--- src/rtl/demux1_2_feeder_if.sv ---
// rtl/demux1_2_feeder_if.sv - stream and demux-drive signals of the 1-to-2 demux feeder
// master = upstream/channel side, slave = feeder.
interface demux1_2_feeder_if #(
  parameter int WIDTH = 1
);
  logic             in_valid;
  logic             in_ready;
  logic [WIDTH-1:0] in_data;
  logic             in_dest;
  logic             mode;
  logic [WIDTH-1:0] dmx_i;
  logic             dmx_s;
  logic             out_valid;
  logic [1:0]       ack;

  modport master (
    output in_valid, in_data, in_dest, mode, ack,
    input  in_ready, dmx_i, dmx_s, out_valid
  );

  modport slave (
    input  in_valid, in_data, in_dest, mode, ack,
    output in_ready, dmx_i, dmx_s, out_valid
  );
endinterface

--- src/rtl/demux1_2_feeder.sv ---
// rtl/demux1_2_feeder.sv - FIFO-buffered feeder holding each word on the demux until acked
// Routing is per-word (stored dest) or round-robin, chosen when the word leaves the FIFO.
module demux1_2_feeder #(
  parameter int WIDTH = 1,
  parameter int DEPTH = 4,
  parameter int CNTW  = 8
) (
  input  logic                       i_clk,
  input  logic                       i_rst,
  demux1_2_feeder_if.slave           bus,
  output logic [$clog2(DEPTH):0]     o_fifo_cnt,
  output logic [CNTW-1:0]            o_sent0,
  output logic [CNTW-1:0]            o_sent1
);
  localparam int AW = $clog2(DEPTH);

  typedef enum logic {IDLE, SEND} state_t;

  state_t           r_state;
  logic [WIDTH:0]   r_mem [DEPTH];
  logic [AW-1:0]    r_wr;
  logic [AW-1:0]    r_rd;
  logic [AW:0]      r_cnt;
  logic             r_rr;
  logic [WIDTH-1:0] r_dmx_i;
  logic             r_dmx_s;
  logic [CNTW-1:0]  r_sent0;
  logic [CNTW-1:0]  r_sent1;

  logic             w_push;
  logic             w_ack;
  logic             w_pop;
  logic [WIDTH:0]   w_head;

  assign w_head = r_mem[r_rd];
  assign w_push = bus.in_valid && bus.in_ready;
  assign w_ack  = (r_state == SEND) && bus.ack[r_dmx_s];
  // Pop decisions use the registered count, so a same-cycle push never passes through.
  assign w_pop  = (r_cnt != '0) && ((r_state == IDLE) || w_ack);

  assign bus.in_ready  = (r_cnt != (AW+1)'(DEPTH));
  assign bus.dmx_i     = r_dmx_i;
  assign bus.dmx_s     = r_dmx_s;
  assign bus.out_valid = (r_state == SEND);
  assign o_fifo_cnt    = r_cnt;
  assign o_sent0       = r_sent0;
  assign o_sent1       = r_sent1;

  always_ff @(posedge i_clk) begin
    if (i_rst) begin
      r_state <= IDLE;
      r_wr    <= '0;
      r_rd    <= '0;
      r_cnt   <= '0;
      r_rr    <= 1'b0;
      r_dmx_i <= '0;
      r_dmx_s <= 1'b0;
      r_sent0 <= '0;
      r_sent1 <= '0;
    end else begin
      if (w_push) begin
        r_mem[r_wr] <= {bus.in_dest, bus.in_data};
        r_wr        <= r_wr + 1'b1;
      end

      if (w_pop) begin
        r_rd    <= r_rd + 1'b1;
        r_dmx_i <= w_head[WIDTH-1:0];
        if (bus.mode) begin
          r_dmx_s <= r_rr;
          r_rr    <= ~r_rr;
        end else begin
          r_dmx_s <= w_head[WIDTH];
        end
      end

      case ({w_push, w_pop})
        2'b10:   r_cnt <= r_cnt + 1'b1;
        2'b01:   r_cnt <= r_cnt - 1'b1;
        default: r_cnt <= r_cnt;
      endcase

      case (r_state)
        IDLE: begin
          if (w_pop) r_state <= SEND;
        end
        SEND: begin
          if (w_ack) begin
            if (r_dmx_s) r_sent1 <= r_sent1 + 1'b1;
            else         r_sent0 <= r_sent0 + 1'b1;
            if (!w_pop) r_state <= IDLE;
          end
        end
        default: r_state <= IDLE;
      endcase
    end
  end
endmodule
--- src/flat_wrapper.sv ---
// flat-port wrapper written by rule: the top's interface ports become plain ports
module demux1_2_feeder_flat 
#(
  parameter int WIDTH = 1,
  parameter int DEPTH = 4,
  parameter int CNTW  = 8
)
  (i_clk, i_rst, o_fifo_cnt, o_sent0, o_sent1, bus_in_valid, bus_in_data, bus_in_dest, bus_mode, bus_ack, bus_in_ready, bus_dmx_i, bus_dmx_s, bus_out_valid);
  demux1_2_feeder_if #(.WIDTH(WIDTH)) bus_i ();
  input  logic i_clk;
  input  logic i_rst;
  output logic [$clog2(DEPTH):0] o_fifo_cnt;
  output logic [CNTW-1:0] o_sent0;
  output logic [CNTW-1:0] o_sent1;
  input wire logic [$bits(bus_i.in_valid)-1:0] bus_in_valid;
  input wire logic [$bits(bus_i.in_data)-1:0] bus_in_data;
  input wire logic [$bits(bus_i.in_dest)-1:0] bus_in_dest;
  input wire logic [$bits(bus_i.mode)-1:0] bus_mode;
  input wire logic [$bits(bus_i.ack)-1:0] bus_ack;
  output wire logic [$bits(bus_i.in_ready)-1:0] bus_in_ready;
  output wire logic [$bits(bus_i.dmx_i)-1:0] bus_dmx_i;
  output wire logic [$bits(bus_i.dmx_s)-1:0] bus_dmx_s;
  output wire logic [$bits(bus_i.out_valid)-1:0] bus_out_valid;
  assign bus_i.in_valid = bus_in_valid;
  assign bus_i.in_data = bus_in_data;
  assign bus_i.in_dest = bus_in_dest;
  assign bus_i.mode = bus_mode;
  assign bus_i.ack = bus_ack;
  assign bus_in_ready = bus_i.in_ready;
  assign bus_dmx_i = bus_i.dmx_i;
  assign bus_dmx_s = bus_i.dmx_s;
  assign bus_out_valid = bus_i.out_valid;
  demux1_2_feeder #(.WIDTH(WIDTH), .DEPTH(DEPTH), .CNTW(CNTW)) u_core (.i_clk(i_clk), .i_rst(i_rst), .bus(bus_i), .o_fifo_cnt(o_fifo_cnt), .o_sent0(o_sent0), .o_sent1(o_sent1));
endmodule
--- config.mk ---
export PLATFORM = sky130hd
export DESIGN_NAME = demux1_2_feeder_flat
export DESIGN_NICKNAME = d
export VERILOG_FILES = /design/src/rtl/demux1_2_feeder_if.sv /design/src/rtl/demux1_2_feeder.sv /design/src/flat_wrapper.sv
export SDC_FILE = /design/constraint.sdc
export NUM_CORES = 1
export LEC_CHECK = 0
export CORE_MARGIN = 2
export CORE_UTILIZATION = 55
export DETAILED_ROUTE_END_ITERATION = 16
export HOLD_SLACK_MARGIN = 0.08
export PLACE_DENSITY = 0.92
export SETUP_SLACK_MARGIN = 0.4
export SYNTH_ARGS = -nofsm -noshare
export SYNTH_HDL_FRONTEND = slang
export SYNTH_SLANG_ARGS = --single-unit
export TNS_END_PERCENT = 100
--- constraint.sdc ---
create_clock -name i_clk -period 5.2 [get_ports i_clk]
set_input_delay 1.56 -clock i_clk [delete_from_list [all_inputs] [get_ports i_clk]]
set_output_delay 1.56 -clock i_clk [all_outputs]
set_load 0.03 [all_outputs]
==> run metrics, run 1 <==
R2R Setup Slk=2.68 ns; Top delay family on crit path=buffers and inverters; synth cell count leaders=29 x dfxtp_1, 17 x nor2_1, 13 x a21oi_1; core area=3030 um^2; Sum Neg Setup Slack=0 ns; PwrDens=454 nW/um^2; Tcrit/Tclk final=70.6%; Top Layer Used=met4; first-pass GRT wire length=6.25 mm; H-tree Lvls=2; CP Launch Type=input port; largest net degree at the start of global routing=19; placed cell areas=2080 um^2; switching share of power=35.2%; syn avg cell area=10.3 um^2; number of global-route vias before repair=1380; Filler cells=230; met1 WL=1.44 mm; Comb pwr share=35.6%; initial antenna violation count=0; worst path bufs/invs=2; switching power=349 uW; Layout area overhead=24.7%; Residual DRC=0; critical path class=in2reg; CP max stage cell=clkdlybuf4s50_1; FF/Latch Area=821 um^2; # nets final=219; Max Cap Viol=0; Post CTS Setup Buffer Count=0; Antenna diodes=0; Initial DRC Count=96; Clk pwr share=24.8%; final clock skew=0.00753 ns; Worst path depth=9; CP max FO=5; CTS max path bufs=2; Final Slew Violations=0; Rel. slew slack=53.9%; via count=1378; Sequential Power Share=39.6%; largest stage delay on the critical path=0.57 ns; EDFF count, synth=8; hold buffers post-CTS=0; syn nets=186; most frequent cell after synthesis=dfxtp_1; share of the synthesized area in the top cell type=33.2%; Boundary Pins=31; Slew @ Worst Pin=0.690 ns; Die Width=60.4 um; routed wl met2=2.00 mm; initial core utilization=57.8%; Final min period=3.67 ns; Seq cells post-synth=37; Clk pin slew, worst setup/hold paths=0.11 ns; WL met3=173 um; PortBufs=30; Syn Std Cell Area=1750 um^2; post-synth top area cell=dfxtp_1; Final Hold Viols=0; worst-skew pair later-pin latency=0.35 ns; CTS tree=built; Critical Path, Cell by Cell=clkdlybuf4s50_1 -> mux2i_1 -> a21oi_2 -> ha_1 -> inv_1 -> fa_1 -> xor2_1 -> or3_1 -> a21oi_1; Synth cell types=39; RSZ-0062 raised after global routing=false; clock tree root buffer cell=clkbuf_4; Worst Hold Class=reg2reg; Async SR Flop Fraction=0%; Pint=641 uW; CP Data Required Time=5.48 ns; post-DR wirelength/cell=14.7 um; share of layout cells above drive strength 1=9.80%; HPWL Detailed=2.64 mm; total gr overflow=0; Max VDD drop=0.282 mV; CTS Buf Count=5; Synth area leaders=dfxtp_1 33%, edfxtp_1 14%, ha_1 5.0%; Resize count post-CTS=0; post-synthesis sequential area ratio=46.9%; Fmax=0.272 GHz; setup violators final=0; TritonRoute pass-1 iters=4; WL final=3.64 mm; die footprint=3650 um^2; gpl congestion=0.782; ys flop type=dfxtp_1; vias per inst=5.56; CP endpoint kind=register; overall routing resource usage=23.2%; area of the multi-input gates=857 um^2; Worst Hold Path Cells=2; Pwr Total=990 uW; design area=2180 um^2; Critical Path AT=3.95 ns; status=complete, no violations; R2R cell count=9; Die Y=60.4 um; leakage power=0.000836 uW; YS warnings=0; num rows=20; post-route ant nets=0; Syn Inst Count=170; Clock Sinks=37
cells by family (layout without fill, tap and decap cells):
family | count (synthesis) | count (layout) | share of synthesized area [%]
and+or+nand+nor | 62 | 62 | 20.0
DFF | 37 | 37 | 46.9
AOI/OAI and AO/OA | 29 | 29 | 10.2
buffers and inverters | 15 | 49 | 4.08
muxes | 13 | 13 | 9.66
adders and majority gates | 8 | 8 | 6.15
xor gates and xnor gates | 6 | 6 | 3.00
stage by stage:
stage	setup slack (ns)	hold slack, ns	utilization (%)	cells
final	1.53	0.491	72.0	248
after global routing	1.43	0.526	72.0	248
after CTS	1.56	0.498	72.0	248
after detailed placement	1.24	0.482	68.6	240
after global placement	1.37	0.461	68.6	240
after floorplan	2.06	0.468	-	170
worst paths after layout:
path	start	end
max reg2reg	u_core.o_fifo_cnt[2]	u_core.o_fifo_cnt[2]
min reg2reg	u_core.o_sent0[7]	u_core.o_sent0[7]
min	u_core.o_sent0[7]	u_core.o_sent0[7]
max	bus_ack[0]	u_core.o_fifo_cnt[2]
per-layer routing:
metal | up-vias | GRT usage (%)
li1 | 675 | -
met1 | 662 | 26.0
met2 | 37 | 43.6
met3 | 4 | 6.40
met4 | 0 | 5.40
met5 | - | 0
placed cells by master, fill, tap and decap left out, types with 2 or more instances in the layout:
cell type and count:
xnor2_1 2, clkbuf_4 5, mux4_2 2, bufinv_16 2
or4_1 4, dfxtp_1 29, or3_1 5, xor2_1 4
mux2_1 2, o211a_1 2, mux2_2 5, o31ai_1 4
a21oi_1 13, nor2_1 17, o21ai_0 6, nor3_1 3
nand2_1 5, nand3_1 6, nand4_1 3, and2_1 4
edfxtp_1 8, nand2b_1 3, ha_1 7, mux2i_1 3
inv_1 10, clkdlybuf4s50_1 30, nor2b_1 6
state kept, by name (all words and copies together), names as in the netlist, 2 cells and up, named ones only:
name	count
u_core.o_sent1	8
u_core.r_wr	2
u_core.r_mem	8
u_core.o_fifo_cnt	3
u_core.o_sent0	8
u_core.r_rd	2
cell type report:
cell class | count | share of cell area [%]
Timing Repair Buffer | 31 | 14.1
Inverter | 10 | 1.72
Multi-Input combinational cell | 118 | 39.3
Clock inverter | 3 | 2.98
Tap cell | 44 | 2.52
Clock buffer | 5 | 1.72
Sequential cell | 37 | 37.6
tightest hold or removal path, stage by stage (launching register included):
cell and delay (ns):
dfxtp_1 0.34, o31ai_1 0.06, a21oi_1 0.05
power by group through the flow:
stage               Sequential (uW)  Clock, uW  Combinational [uW]
floorplan                       419          0                 221
global placement                393          0                 319
detailed placement              398          0                 344
CTS                             392        249                 350
global route                    399        259                 380
finish                          392        246                 352
No activity file was read; power rests on OpenSTA's default activity.
==> run 2, diff against run 1 <==
- CORE_UTILIZATION: 55 -> 52
- PLACE_DENSITY: 0.92 -> 0.88
- clock period: 5.2 -> 3.81 ns (I/O delays scaled with it)
==> run 2 against run 1 <==
Net effect: first-iteration DRC count is 36% lower; global-route usage is 6.2 points lower; clock-buffer cell count is 1 higher; clock power is 7% higher; critical path type unchanged.
==> run metrics, run 2 (synthesis results as in run 1) <==
PwrDens=581 nW/um^2 (+28%); Critical Path End=u_core.o_fifo_cnt[2]; Antenna diodes=0 (unchanged); number of global-route vias before repair=1139 (-17%); placed cells=242 (+0.83%); initial antenna violation count=0 (unchanged); FF/Latch Area=821 um^2 (unchanged); CTS Buf Count=5 (unchanged); first-pass GRT wire length=4.69 mm (-25%); via count=1298 (-5.8%); R2R cell count=9 (unchanged); largest net degree at the start of global routing=30 (+11); switching share of power=35.6% (+0.35 points); switching power=446 uW (+28%); status=complete, no violations; share of layout cells above drive strength 1=8.82% (-0.98 points); worst-skew pair later-pin latency=0.35 ns (about the same); overall routing resource usage=17.0% (-6.2 points); Filler cells=266 (+16%); Non-Filler Instances=250 (+0.81%); R2R Path End=u_core.o_fifo_cnt[2]; CTS tree=built; CP max FO=5 (unchanged); RR Startpoint=u_core.o_fifo_cnt[2]; Sum Neg Setup Slack=0 ns (unchanged); vias per inst=5.19 (-6.6%); CTS max path bufs=2 (unchanged); final clock skew=0.00688 ns (-0.000648 ns); WL final=3.05 mm (-16%); Sequential Power Share=42.3% (+2.7 points); Comb pwr share=36.6% (+1.0 points); critical path class=in2reg; Resize count post-CTS=0 (unchanged); initial core utilization=53.3% (-4.5 points); CP startpoint=bus_ack[0]; clock tree root buffer cell=clkbuf_4; Initial DRC Count=61 (-36%); Clk pin slew, worst setup/hold paths=0.11 ns (about the same); hold buffers post-CTS=0 (unchanged); Pint=807 uW (+26%); R2R Setup Slk=1.39 ns (-1.29 ns); area of the multi-input gates=857 um^2 (unchanged); core area=3280 um^2 (+8.5%); Final min period=3.19 ns; CP endpoint kind=register; total gr overflow=0 (unchanged); TritonRoute pass-1 iters=4 (unchanged); most common cell after layout, fill and taps aside=clkdlybuf4s50_1; Boundary Pins=31 (unchanged); post-DR wirelength/cell=12.2 um (-17%); Clk pwr share=21.0% (-3.8 points); Worst Hold Class=reg2reg; Critical Path AT=3.47 ns (-0.48 ns); Tcrit/Tclk final=83.6%; Die Y=62 um (+2.7%); Hold Startpoint=u_core.o_sent0[7]; Residual DRC=0 (unchanged); PortBufs=30 (unchanged); die footprint=3840 um^2 (+5.4%); Die Width=62 um (+2.7%); Max VDD drop=0.483 mV (+71%); gpl congestion=0.711 (-9.0%); RSZ-0062 raised after global routing=false; Rel. slew slack=71.0% (+17 points); Max Cap Viol=0 (unchanged); Post CTS Setup Buffer Count=0 (unchanged); CP Launch Type=input port; setup violators final=0 (unchanged); Fmax=0.314 GHz; post-route ant nets=0 (unchanged); # nets final=219 (unchanged); Layout area overhead=23.2%; Final Hold Viols=0 (unchanged); Slew @ Worst Pin=0.434 ns (-0.256 ns); most frequent cells in the layout=30 x clkdlybuf4s50_1, 29 x dfxtp_1, 17 x nor2_1; Clock Sinks=37 (unchanged); H-tree Lvls=2 (unchanged); HPWL Detailed=2.29 mm (-13%); num rows=21 (+5.0%); Final Slew Violations=0 (unchanged); worst hold slack=0.495 ns (+0.00394 ns); leakage power=0.000821 uW (-1.8%); CP Data Required Time=4.10 ns (-1.38 ns)
-- run 2: how the worst min path moves through the flow --
| stage | endpoint | slack, ns | cells after the start |
|---|---|---|---|
| floorplan | u_core.bus.dmx_s | 0.47 | 2 |
| global placement | u_core.o_sent0[7] | 0.47 | 2 |
| detailed placement | u_core.o_sent0[7] | 0.48 | 2 |
| CTS | u_core.o_sent0[7] | 0.50 | 2 |
| global route | u_core.o_sent0[7] | 0.52 | 2 |
| finish | u_core.o_sent0[7] | 0.50 | 2 |
-- run 2: worst max-delay path, cell delays in order --
cell	delay, ns
clkdlybuf4s50_1	0.57
mux2i_1	0.16
a21oi_2	0.28
ha_1	0.23
inv_1	0.06
fa_1	0.38
xor2_1	0.19
or3_1	0.32
a21oi_1	0.14
-- run 2: cell type report --
| type | count | share of cell area [%] |
|---|---|---|
| Multi-Input combinational cell | 118 | 39.8 |
| Sequential cell | 37 | 38.1 |
| Timing Repair Buffer | 31 | 14.3 |
| Tap cell | 46 | 2.67 |
| Clock buffer | 6 | 1.92 |
| Inverter | 10 | 1.74 |
| Clock inverter | 2 | 1.57 |
-- run 2: power by group through the flow --
stage / sequential [uW] / clock (uW) / combinational [uW]
3_5_place_dp: 541 / 0 / 456
5_1_grt: 544 / 287 / 495
3_3_place_gp: 538 / 0 / 439
6_report: 530 / 264 / 459
2_1_floorplan: 571 / 0 / 301
4_1_cts: 533 / 271 / 459
-- run 2: layer usage --
layer / up-vias / track usage [%] / routed length (um)
met1: 592 / 20.2 / 1430
met4: 0 / 5.17 / 30
met3: 2 / 6.42 / 135
met2: 30 / 28.6 / 1460
met5: - / 0 / 0
li1: 674 / - / -
-- run 2: through the flow --
| stage | power, uW | setup slack (ns) | util (%) | cell area, um^2 |
|---|---|---|---|---|
| 4_1_cts | 1260 | 0.664 | 65.6 | 2160 |
| 3_5_place_dp | 997 | 0.291 | 63.4 | 2080 |
| 6_report | 1250 | 0.623 | 65.6 | 2160 |
| 5_1_grt | 1330 | 0.527 | 65.6 | 2160 |
| 3_3_place_gp | 977 | 0.387 | 63.4 | 2080 |
| 2_1_floorplan | 872 | 1.09 | - | 1750 |
==> run 3, diff against run 2 <==
- CORE_UTILIZATION: 52 -> 47
- PLACE_DENSITY: 0.88 -> 0.84
- clock period: 3.81 -> 2.9 ns (I/O delays scaled with it)
==> run 3 against run 2 <==
Net effect: critical path depth decreased by 8; global-route usage increased by 1.2 points; clock-buffer cell count increased by 2; highest routed layer unchanged; clock power increased by 39%; worst setup slack got worse by 0.16 ns.
==> run metrics, run 3 (synthesis results as in run 1) <==
Max Cap Viol=0 (unchanged); R2R Path End=u_core.o_fifo_cnt[2]; critical path class=reg2out; total gr overflow=0 (unchanged); Initial DRC Count=60 (-1.6%); Critical Path AT=1.56 ns (-1.91 ns); status=complete, no violations; Slew @ Worst Pin=0.357 ns (-0.0763 ns); leakage power=0.000862 uW (+5.0%); Tcrit/Tclk final=83.9%; Rel. slew slack=76.0% (+5.0 points); post-route ant nets=0 (unchanged); largest net degree at the start of global routing=19 (-37%); CP max stage cell=clkdlybuf4s50_1; placed cells=250 (+3.3%); Max VDD drop=0.636 mV (+32%); number of global-route vias before repair=1319 (+16%); Antenna diodes=0 (unchanged); PortBufs=30 (unchanged); Clock Sinks=37 (unchanged); first-pass GRT wire length=5.80 mm (+24%); Final Hold Viols=0 (unchanged); worst path bufs/invs=1 (-1); Residual DRC=0 (unchanged); CTS tree=built; vias per inst=5.24 (+0.86%); num rows=22 (+4.8%); die footprint=4230 um^2 (+9.9%); TritonRoute pass-1 iters=4 (unchanged); R2R cell count=9 (unchanged); via count=1351 (+4.1%); core area=3610 um^2 (+9.8%); Fmax=0.411 GHz; gpl congestion=0.718 (+0.93%); Top delay family on crit path=buffers and inverters; clock tree root buffer cell=clkbuf_8; # nets final=225 (+2.7%); final clock skew=0.00391 ns (-0.00297 ns); fin util=61.9% (-3.7 points); setup violators final=0 (unchanged); Layout area overhead=27.7%; worst-skew pair later-pin latency=0.29 ns (-0.06 ns); Die Width=65.0 um (+4.8%); initial core utilization=48.5% (-4.7 points); R2R Setup Slk=0.77 ns (-0.62 ns); CP Launch Type=register; post-DR wirelength/cell=12.9 um (+5.5%); initial antenna violation count=0 (unchanged); HPWL Detailed=2.42 mm (+5.8%); Non-Filler Instances=258 (+3.2%); CTS Buf Count=5 (unchanged); Worst Hold Path Cells=2 (unchanged); Die Y=65.0 um (+4.8%); Critical Path, Cell by Cell=clkdlybuf4s50_1; WL final=3.32 mm (+8.9%); overall routing resource usage=18.2% (+1.2 points); PwrDens=771 nW/um^2 (+33%); RR Startpoint=u_core.o_fifo_cnt[2]; RSZ-0062 raised after global routing=false; Worst Hold Class=reg2reg; H-tree Lvls=2 (unchanged); Clk pin slew, worst setup/hold paths=0.07 ns (-0.04 ns); CP max FO=8 (+3); largest stage delay on the critical path=0.74 ns (+0.17 ns); most common cell after layout, fill and taps aside=dfxtp_1; hold buffers post-CTS=0 (unchanged); Final Slew Violations=0 (unchanged); Boundary Pins=31 (unchanged); Final min period=2.43 ns; Hold EP=u_core.o_sent0[7]; Hold Startpoint=u_core.o_sent0[7]; most frequent cells in the layout=28 x dfxtp_1, 27 x clkdlybuf4s50_1, 17 x nor2_1; CP endpoint kind=primary output; CTS max path bufs=2 (unchanged); share of layout cells above drive strength 1=13.8% (+5.0 points); CP Data Required Time=2.03 ns (-2.07 ns)
## run 3: how the worst max path moves through the flow
stage	cells after the start	to	from
2_1_floorplan	9	u_core.o_fifo_cnt[2]	u_core.o_fifo_cnt[2]
6_report	1	bus_dmx_s	u_core.bus.dmx_s
4_1_cts	3	bus_in_ready	u_core.o_fifo_cnt[2]
5_1_grt	1	bus_dmx_s	u_core.bus.dmx_s
3_3_place_gp	9	u_core.o_fifo_cnt[2]	bus_ack[1]
3_5_place_dp	9	u_core.o_fifo_cnt[2]	bus_ack[1]
## run 3: through the flow
stage | TNS, ns | worst slack [ns] | instance area [um^2] | hold slack, ns | power, uW
after floorplan | 0 | 0.417 | 1750 | 0.468 | 1150
after global placement | -0.0130 | -0.0130 | 2130 | 0.468 | 1330
after detailed placement | -0.0616 | -0.0616 | 2130 | 0.476 | 1340
after CTS | 0 | 0.318 | 2230 | 0.488 | 1730
after global routing | 0 | 0.404 | 2230 | 0.518 | 1830
final | 0 | 0.466 | 2230 | 0.485 | 1720
## run 3: metal layers
metal / GRT usage [%] / vias up / share of wire, %
met1: 21.2 / 640 / 46
met2: 30.2 / 23 / 49
li1: - / 683 / -
met4: 8.78 / 0 / 1.4
met5: 0 / - / 0
met3: 5.73 / 5 / 3.9
## run 3: layout make-up
cell class / count / area (um^2)
fillers: 292 / 1370
multi-input cells: 118 / 871
repair buffers: 37 / 353
flip-flops and latches: 37 / 822
inverters: 10 / 37.5
clock buffers: 8 / 90.1
well taps: 48 / 60.1
## run 3: what timing repair did
item | in CTS | in global routing
gates resized for setup | 6 | 2
pin swaps | 2 | 0
setup endpoints to repair | 2 | 2
buffers inserted | 0 | 0
## run 3: where the power goes
group          switching (uW)  leakage [uW]  internal, uW
Sequential               98.8      0.000309           606
Combinational             336      0.000508           315
Clock                     172     0.0000455           194
Total                     606      0.000862          1110
## run 3: worst min-delay path, cell delays in order (launching register included)
cell and delay (ns):
dfxtp_1 0.33, o31ai_1 0.06, a21oi_1 0.05
